File: src/rtl/bcd_pkg.sv
// Shared definitions for the sequential binary-to-BCD converter.
//   - state encoding for the converter FSM
//   - nibble adjust constants used by the shift-and-add-3 step
//   - clog2 helper used to size the bit counter
package bcd_pkg;

    localparam logic [1:0] ST_IDLE  = 2'd0;
    localparam logic [1:0] ST_SHIFT = 2'd1;
    localparam logic [1:0] ST_DONE  = 2'd2;

    typedef enum logic [1:0] {
        S_IDLE  = ST_IDLE,
        S_SHIFT = ST_SHIFT,
        S_DONE  = ST_DONE
    } state_e;

    localparam logic [3:0] BCD_ADJ_THRESH = 4'd5;
    localparam logic [3:0] BCD_ADJ_ADD    = 4'd3;

    // Ceiling log2, with a floor of 1 so a counter is never zero bits wide.
    function automatic int clog2(input int value);
        int res;
        res = 0;
        for (int x = value - 1; x > 0; x = x >> 1) begin
            res = res + 1;
        end
        if (res < 1) begin
            res = 1;
        end
        return res;
    endfunction

endpackage

File: src/rtl/bcd_digit_adjust.sv
// One BCD digit pre-shift correction: digits of 5 or more get +3 so that the
// following left shift carries correctly into the next decimal digit.
// Ports:
//   digit_i  4-bit BCD digit before adjust
//   digit_o  4-bit adjusted digit (max 12, never wraps)
module bcd_digit_adjust
    import bcd_pkg::*;
(
    input  logic [3:0] digit_i,
    output logic [3:0] digit_o
);

    assign digit_o = (digit_i >= BCD_ADJ_THRESH) ? (digit_i + BCD_ADJ_ADD) : digit_i;

endmodule

File: src/rtl/bcd_seq_converter.sv
// Multi-cycle IN_W-bit binary to DIGITS-digit BCD converter (double dabble),
// one shift per clock, with start/done handshake and a sticky overflow flag.
//
// state | meaning
// IDLE  | waiting for start; bin_in is captured on the accepting edge
// SHIFT | one adjust+shift per cycle, cnt counts remaining bits down to 1
// DONE  | one-cycle done pulse, results already registered
//
// Ports:
//   clk      rising-edge clock
//   rst      synchronous active-high reset
//   start    conversion request, honoured only in IDLE
//   bin_in   unsigned binary value, sampled when start is accepted
//   busy     high whenever the FSM is not IDLE
//   done     one-cycle pulse, bcd_out/ovf valid from this cycle
//   bcd_out  packed BCD result, digit 0 in [3:0]; held until the next done
//   ovf      value did not fit in DIGITS digits; bcd_out is value mod 10^DIGITS
module bcd_seq_converter
    import bcd_pkg::*;
#(
    parameter int IN_W   = 14,
    parameter int DIGITS = 5
) (
    input  logic                  clk,
    input  logic                  rst,
    input  logic                  start,
    input  logic [IN_W-1:0]       bin_in,
    output logic                  busy,
    output logic                  done,
    output logic [4*DIGITS-1:0]   bcd_out,
    output logic                  ovf
);

    localparam int BW = 4 * DIGITS;
    localparam int CW = clog2(IN_W + 1);

    state_e          state_q, state_d;
    logic [IN_W-1:0] sr_q, sr_d;
    logic [BW-1:0]   acc_q, acc_d, acc_adj;
    logic            ovf_acc_q, ovf_acc_d;
    logic [CW-1:0]   cnt_q, cnt_d;
    logic [BW-1:0]   bcd_q, bcd_d;
    logic            ovf_q, ovf_d;
    logic            done_q, done_d;
    logic            busy_q, busy_d;

    for (genvar g = 0; g < DIGITS; g++) begin : g_adj
        bcd_digit_adjust u_adj (
            .digit_i (acc_q[4*g +: 4]),
            .digit_o (acc_adj[4*g +: 4])
        );
    end

    always_comb begin
        state_d   = state_q;
        sr_d      = sr_q;
        acc_d     = acc_q;
        ovf_acc_d = ovf_acc_q;
        cnt_d     = cnt_q;
        bcd_d     = bcd_q;
        ovf_d     = ovf_q;
        done_d    = 1'b0;
        case (state_q)
            S_IDLE: begin
                if (start) begin
                    sr_d      = bin_in;
                    acc_d     = '0;
                    ovf_acc_d = 1'b0;
                    cnt_d     = CW'(IN_W);
                    state_d   = S_SHIFT;
                end
            end
            S_SHIFT: begin
                // The bin_sr MSB enters digit 0; the top digit's MSB falls off
                // the end and, if set, marks the result as overflowed.
                acc_d     = {acc_adj[BW-2:0], sr_q[IN_W-1]};
                sr_d      = sr_q << 1;
                ovf_acc_d = ovf_acc_q | acc_adj[BW-1];
                cnt_d     = cnt_q - CW'(1);
                if (cnt_q == CW'(1)) begin
                    state_d = S_DONE;
                    bcd_d   = acc_d;
                    ovf_d   = ovf_acc_d;
                    done_d  = 1'b1;
                end
            end
            S_DONE: begin
                state_d = S_IDLE;
            end
            default: begin
                state_d = S_IDLE;
            end
        endcase
        busy_d = (state_d != S_IDLE);
    end

    always_ff @(posedge clk) begin
        if (rst) begin
            state_q   <= S_IDLE;
            sr_q      <= '0;
            acc_q     <= '0;
            ovf_acc_q <= 1'b0;
            cnt_q     <= '0;
            bcd_q     <= '0;
            ovf_q     <= 1'b0;
            done_q    <= 1'b0;
            busy_q    <= 1'b0;
        end else begin
            state_q   <= state_d;
            sr_q      <= sr_d;
            acc_q     <= acc_d;
            ovf_acc_q <= ovf_acc_d;
            cnt_q     <= cnt_d;
            bcd_q     <= bcd_d;
            ovf_q     <= ovf_d;
            done_q    <= done_d;
            busy_q    <= busy_d;
        end
    end

    assign busy    = busy_q;
    assign done    = done_q;
    assign bcd_out = bcd_q;
    assign ovf     = ovf_q;

endmodule

File: config.mk
export PLATFORM = sky130hd
export DESIGN_NAME = bcd_seq_converter
export DESIGN_NICKNAME = d
export VERILOG_FILES = /design/src/rtl/bcd_pkg.sv /design/src/rtl/bcd_digit_adjust.sv /design/src/rtl/bcd_seq_converter.sv
export SDC_FILE = /design/constraint.sdc
export NUM_CORES = 1
export LEC_CHECK = 0
export CAP_MARGIN = 30
export CORE_MARGIN = 10
export CORE_UTILIZATION = 49
export DETAILED_ROUTE_END_ITERATION = 10
export PLACE_DENSITY = 0.75
export SLEW_MARGIN = 30
export SYNTH_ARGS = -nofsm -noshare
export SYNTH_HDL_FRONTEND = slang
export SYNTH_SLANG_ARGS = --single-unit
File: constraint.sdc
create_clock -name clk -period 1.8 [get_ports clk]
set_clock_uncertainty 0.15 [all_clocks]
set_input_delay 0.45 -clock clk [delete_from_list [all_inputs] [get_ports clk]]
set_output_delay 0.45 -clock clk [all_outputs]
set_load 0.05 [all_outputs]
==> reports/metrics.yaml, run 1 <==
status:
  outcome: "finished, final reports clean"
grt:
  use_met2: 0.259
  grt_use_met3: 0.0409
  antenna_found_initial: 0
  grtUsageMet1: 0.153
  grt-busiest-layer: "met2"
  grt_start_max_net_pins: 30
  grt_pass1_vias: 2628
  grt_overflow_total: 0
  grt_pass1_wl_um: 11900
  grtUsageTotal: 0.146
power:
  powerDensity_mw_per_mm2: 820
  p_int_uw: 2570
  seqPwrFrac: 0.444
  p_sw_uw: 819
  comb_power_share: 0.113
  p_sw_frac: 0.241
  clkPwrFrac: 0.443
  power.leakage_uw: 0.00156
  vdd_ir_drop_max_mv: 0.605
die:
  io_pins: 40
  core_area_mm2: 0.00592
  die_x_um: 98.2
  placementRows: 28
  die_area_mm2: 0.00965
  die-height_um: 98.2
  initial_utilization: 0.506
timing:
  post-route-period-util: 0.944
  max_freq_mhz: 589
  setup_violations: 0
  tightestPinTransition_ns: 0.411
  setup_ws_ns: 0.102
  fin_hold_ws_ns: 0.320
  rsz0062_at_grt: "false"
  finalHoldViolCount: 0
  period_needed_ns: 1.70
  max_slew_margin: 0.725
  report.final.slew_viol_count: 0
place:
  port_buffers: 39
  dpl_cell_area_mm2: 0.00380
  dp.final_hpwl_um: 5000
  place_ws_ns: -0.186
  place.gp.congestion: 0.783
setup_path:
  r2r_cells: 6
  worstPathRequired_ns: 1.93
  end_kind: "register"
  cp-start-kind: "register"
  worst-setup-path-type: "reg2reg"
  cp_slowest_cell: "mux2_2"
  worstPathCellList: "inv_1 > ha_1 > nand2b_1 > a21oi_2 > mux2_2 > o22ai_2"
  path_max_fanout: 3
  arrival_ns: 1.83
  max_stage_delay_ns: 0.37
yosys:
  ys_seq_area_frac: 0.427
  syn_area_mm2: 0.00300
  synth-main-ff-cell: "dfxtp_1"
  synth_cells: 346
  synth_top_area_share: 0.427
  ys_seq_elements: 64
  mappedNetlistNets: 375
  synthArstFlopShare: 0
  yosysTopAreaCell: "dfxtp_1"
  synth_area_per_cell_um2: 8.66
  synth_cell_types: 37
  synth_area_leaders: "dfxtp_1 (43%), nor2_1 (7.1%), a21oi_1 (5.0%)"
  synth_enable_flop_cells: 0
  ys_warn_count: 0
clock_tree:
  h-tree-depth: 3
  clk_pin_slew_ns: 0.07
  cts_tree: "built"
  cts_sinks: 64
  cts-root-buf: "clkbuf_8"
  clk_latency_ns: 0.35
  clock_path_buffers: 2
  cts_hold_buf: 0
  numCtsBuffers: 9
worst_hold_path:
  hold_depth: 2
  hold_class: "reg2reg"
routing:
  viasPerCell: 5.49
  vias: 2644
  drt-initial-drc-count: 144
  wl_per_cell_um: 15.0
  drc: 0
  ant_nets: 0
  dr.pass1.iters: 4
  wl_um: 7230
flow_run:
  cap_violations: 0
cells_and_area:
  layout_commonest_cell: "dfxtp_1"
  final_cell_mix: "dfxtp_1 (63), nor2_1 (57), a21oi_1 (25), buf_12 (25), buf_4 (24)"
  fin_nets: 431
  layout-drive-gt1-share: 0.224
  areaGrowthSynthToFinish_pct: 37.9
  postLayoutCellArea_mm2: 0.00413
  diodes: 0
flip-flops by register name, indices dropped and copies added, names as in the netlist:
register	count
acc_q	20
bcd_out	20
busy	1
cnt_q	4
done	1
ovf	1
ovf_acc_q	1
sr_q	14
state_q	2
metrics by stage:
step           cells  total power [uW]  setup TNS (ns)  utilization
2_1_floorplan    346              1760               0            -
3_3_place_gp     463              1900           -1.82        0.642
3_5_place_dp     463              1910           -3.30        0.642
4_1_cts          479              3410               0        0.684
5_1_grt          482              3530               0        0.698
6_report         482              3390               0        0.698
critical path, delay by kind of cell (launching register included):
family	cells	cell delay (ns)
adders and majority gates	1	0.18
muxes	1	0.37
AOI/OAI and AO/OA	2	0.32
buffers and inverters	1	0.08
DFF	1	0.36
and+or+nand+nor	1	0.17
routing by layer:
layer  vias up  wire length, um
li1       1318                -
met1      1240             3050
met2        74             3700
met3        12              357
met4         0              134
met5         -                0
cell type report:
type	count	area, um2
fill	454	1790
multi-input combinational	245	1580
sequential	64	1280
timing repair buffer	66	866
clock buffer	9	124
clock inverter	7	120
tap	75	93.8
inverter	16	62.6
synth_stat cells (9+ instances only):
cell type  instances
inv_1             15
o2bb2ai_1         12
nor2_1            57
buf_2              9
nor3_1            22
o21ai_0           13
ha_1              12
nor3b_1           11
dfxtp_1           64
nor2b_1           13
nand2b_1          16
a21oi_1           30
a211oi_1          12
worst paths after layout:
| check | slack, ns | start | to |
|---|---|---|---|
| min | 0.32 | sr_q[12] | sr_q[12] |
| max reg2reg | 0.10 | acc_q[13] | bcd_out[14] |
| min reg2reg | 0.32 | sr_q[12] | sr_q[12] |
| max | 0.10 | acc_q[13] | bcd_out[14] |
power groups by stage:
stage | Combinational (uW) | Sequential (uW) | Clock, uW
2_1_floorplan | 202 | 1560 | 0
3_3_place_gp | 368 | 1530 | 0
3_5_place_dp | 377 | 1540 | 0
4_1_cts | 380 | 1500 | 1530
5_1_grt | 421 | 1510 | 1590
6_report | 383 | 1510 | 1500
cells by family (layout without fill, tap and decap cells):
| kind of cell | after synthesis | after routing | share of synthesized area |
|---|---|---|---|
| AO/OA/AOI/OAI | 86 | 86 | 0.200 |
| XOR/XNOR | 5 | 5 | 0.0146 |
| adder cells (fa/ha/maj) | 12 | 12 | 0.0501 |
| buffers and inverters | 37 | 98 | 0.0597 |
| flip-flops | 64 | 64 | 0.427 |
| multiplexers | 5 | 5 | 0.0184 |
| AND/OR/NAND/NOR | 137 | 137 | 0.230 |
what timing repair did:
action,CTS,global route
gates cloned,0,1
setup buffers,0,2
setup endpoints to repair,1,26
gates resized for setup,1,13
pin swaps,0,2
No activity file was read; power rests on OpenSTA's default activity.
==> run 2: changes to the inputs <==
Settings changed: CORE_MARGIN 10 to unset.
==> run 2 against run 1 <==
  * Clock-buffer cell count increased by 2
  * Critical path type unchanged
  * Hold slack worse by 0.0039 ns
  * First-iteration DRC count fell by 32%
  * Via count decreased by 1.2%
  * Register-to-register slack worse by 0.03 ns
  * Fmax shrank 1.9%
  * Sequential power hardly changed
  * Sequential share of layout area increased by 0.58 points
  * Worst setup slack lost 0.033 ns
  * Power is 12% lower
==> reports/metrics.yaml, run 2 (synthesis gave the netlist of run 1 again) <==
setup_path:
  cp-start-kind: "register"
  max_stage_delay_ns: 0.38  # about the same
  path_depth: 6  # unchanged
  worst-setup-path-type: "reg2reg"
  path_max_fanout: 3  # unchanged
  crit_start: "acc_q[9]"
  worstPathCellList: "inv_1 > ha_1 > nand2b_1 > a21oi_2 > mux2_2 > o22ai_2"
  worstPathRequired_ns: 1.92  # about the same
  rr_endpoint: "bcd_out[10]"
  cp_slowest_cell: "mux2_2"
  critical-path-top-delay-family: "multiplexers"
  end_kind: "register"
  r2r_cells: 6  # unchanged
  path_buf_inv: 1  # unchanged
  cp-endpoint: "bcd_out[10]"
  ff2ff_setup_slack_ns: 0.07  # -0.03 ns
  arrival_ns: 1.85  # +0.02 ns
  reg2reg_from: "acc_q[9]"
timing:
  setup_violations: 0  # unchanged
  fin_tns_setup_ns: 0  # unchanged
  setup_ws_ns: 0.0688  # -0.0328 ns
  max_freq_mhz: 578  # -1.9%
  tightestPinTransition_ns: 0.405  # -0.00646 ns
  post-route-period-util: 0.962  # +0.0182
  max_slew_margin: 0.730  # +0.00532
  report.final.slew_viol_count: 0  # unchanged
  period_needed_ns: 1.73  # +0.0328 ns
  finalHoldViolCount: 0  # unchanged
  fin_hold_ws_ns: 0.316  # -0.00386 ns
grt:
  grt_overflow_total: 0  # unchanged
  grtUsageTotal: 0.228  # +0.0814
  grt_start_max_net_pins: 31  # +3.3%
  grt_pass1_vias: 2539  # -3.4%
  grt_pass1_wl_um: 11200  # -5.7%
  antenna_found_initial: 0  # unchanged
power:
  power.leakage_uw: 0.00152  # -2.6%
  powerDensity_mw_per_mm2: 734  # -10%
  p_total_uw: 2980  # -12%
  vdd_ir_drop_max_mv: 0.474  # -22%
routing:
  ant_nets: 0  # unchanged
  wl_um: 6550  # -9.5%
  vias: 2612  # -1.2%
  wl_per_cell_um: 13.7  # -9.0%
  dr.pass1.iters: 4  # unchanged
  drc: 0  # unchanged
  drt-initial-drc-count: 98  # -32%
  viasPerCell: 5.45  # -0.59%
die:
  initial_utilization: 0.506  # unchanged
  die-height_um: 80.2  # -18%
  core_area_mm2: 0.00592  # unchanged
  placementRows: 28  # unchanged
  io_pins: 40  # unchanged
  die_x_um: 80.2  # -18%
  die_area_mm2: 0.00644  # -33%
clock_tree:
  cts_tree: "built"
  clk_latency_ns: 0.34  # about the same
  h-tree-depth: 3  # unchanged
  numCtsBuffers: 9  # unchanged
  cts_sinks: 64  # unchanged
  clk_pin_slew_ns: 0.07  # about the same
  cts-root-buf: "clkbuf_8"
  clock_path_buffers: 2  # unchanged
place:
  place_ws_ns: -0.160  # +0.0262 ns
  dp_cells: 463  # unchanged
  dp.final_hpwl_um: 4710  # -5.7%
  port_buffers: 39  # unchanged
  place.gp.congestion: 0.797  # +1.8%
cells_and_area:
  fin_nets: 429  # -0.46%
  diodes: 0  # unchanged
  areaGrowthSynthToFinish_pct: 35.2
  final_cell_mix: "dfxtp_1 (64), nor2_1 (57), a21oi_1 (25), buf_12 (25)"
  fin_cells: 479  # -0.62%
  layout-drive-gt1-share: 0.230  # +0.00661
  layout_commonest_cell: "dfxtp_1"
worst_hold_path:
  hold_class: "reg2reg"
  min-delay-start: "sr_q[12]"
flow_run:
  cap_violations: 0  # unchanged
status:
  outcome: "finished, final reports clean"
run 2: cell count changes in the layout (fill, tap and decap cells not counted), sizes merged:
cell	change
buf	-1
bufinv	-3
clkbuf	+1
clkinv	+1
clkinvlp	-1
run 2: final cells by class:
| class | count | area (um2) |
|---|---|---|
| fill | 476 | 1870 |
| multi-input combinational | 245 | 1600 |
| sequential | 64 | 1280 |
| timing repair buffer | 64 | 841 |
| clock buffer | 11 | 151 |
| tap | 75 | 93.8 |
| inverter | 16 | 62.6 |
| clock inverter | 4 | 20.0 |
run 2: worst min path at each step:
| stage | endpoint | slack [ns] | cells after the start |
|---|---|---|---|
| after floorplan | sr_q[12] | 0.29 | 2 |
| after global placement | sr_q[12] | 0.30 | 2 |
| after detailed placement | sr_q[12] | 0.30 | 2 |
| after CTS | sr_q[12] | 0.32 | 2 |
| after global routing | acc_q[13] | 0.35 | 1 |
| final | sr_q[12] | 0.32 | 2 |
run 2: timing repair:
item / CTS / global route
hold buffers: 0 / 0
setup endpoints to repair: 4 / 27
pin swaps: 0 / 2
setup buffers: 0 / 1
gates resized for setup: 2 / 20
run 2: power by group:
group | internal (uW) | switching, uW | total (uW) | leakage [uW]
sequential | 1470 | 37.9 | 1510 | 0.000521
clock | 557 | 528 | 1090 | 0.0000947
combinational | 183 | 201 | 384 | 0.000900
total | 2210 | 767 | 2980 | 0.00152
run 2: worst register-to-register path, cell delays in order (launching register included):
cell,delay [ns]
dfxtp_1,0.35
inv_1,0.08
ha_1,0.18
nand2b_1,0.17
a21oi_2,0.20
mux2_2,0.39
o22ai_2,0.14
run 2: routing by layer:
metal	wire, um	vias to the layer above	global-route usage
li1	-	1311	-
met1	2920	1236	0.264
met2	3340	59	0.403
met3	226	6	0.0523
met4	53	0	0.0893
met5	0	-	0
run 2: through the flow:
step | area [um2] | util
finish | 4050 | 0.684
global route | 4050 | 0.684
CTS | 3970 | 0.670
detailed placement | 3790 | 0.640
global placement | 3790 | 0.640
floorplan | 3000 | -
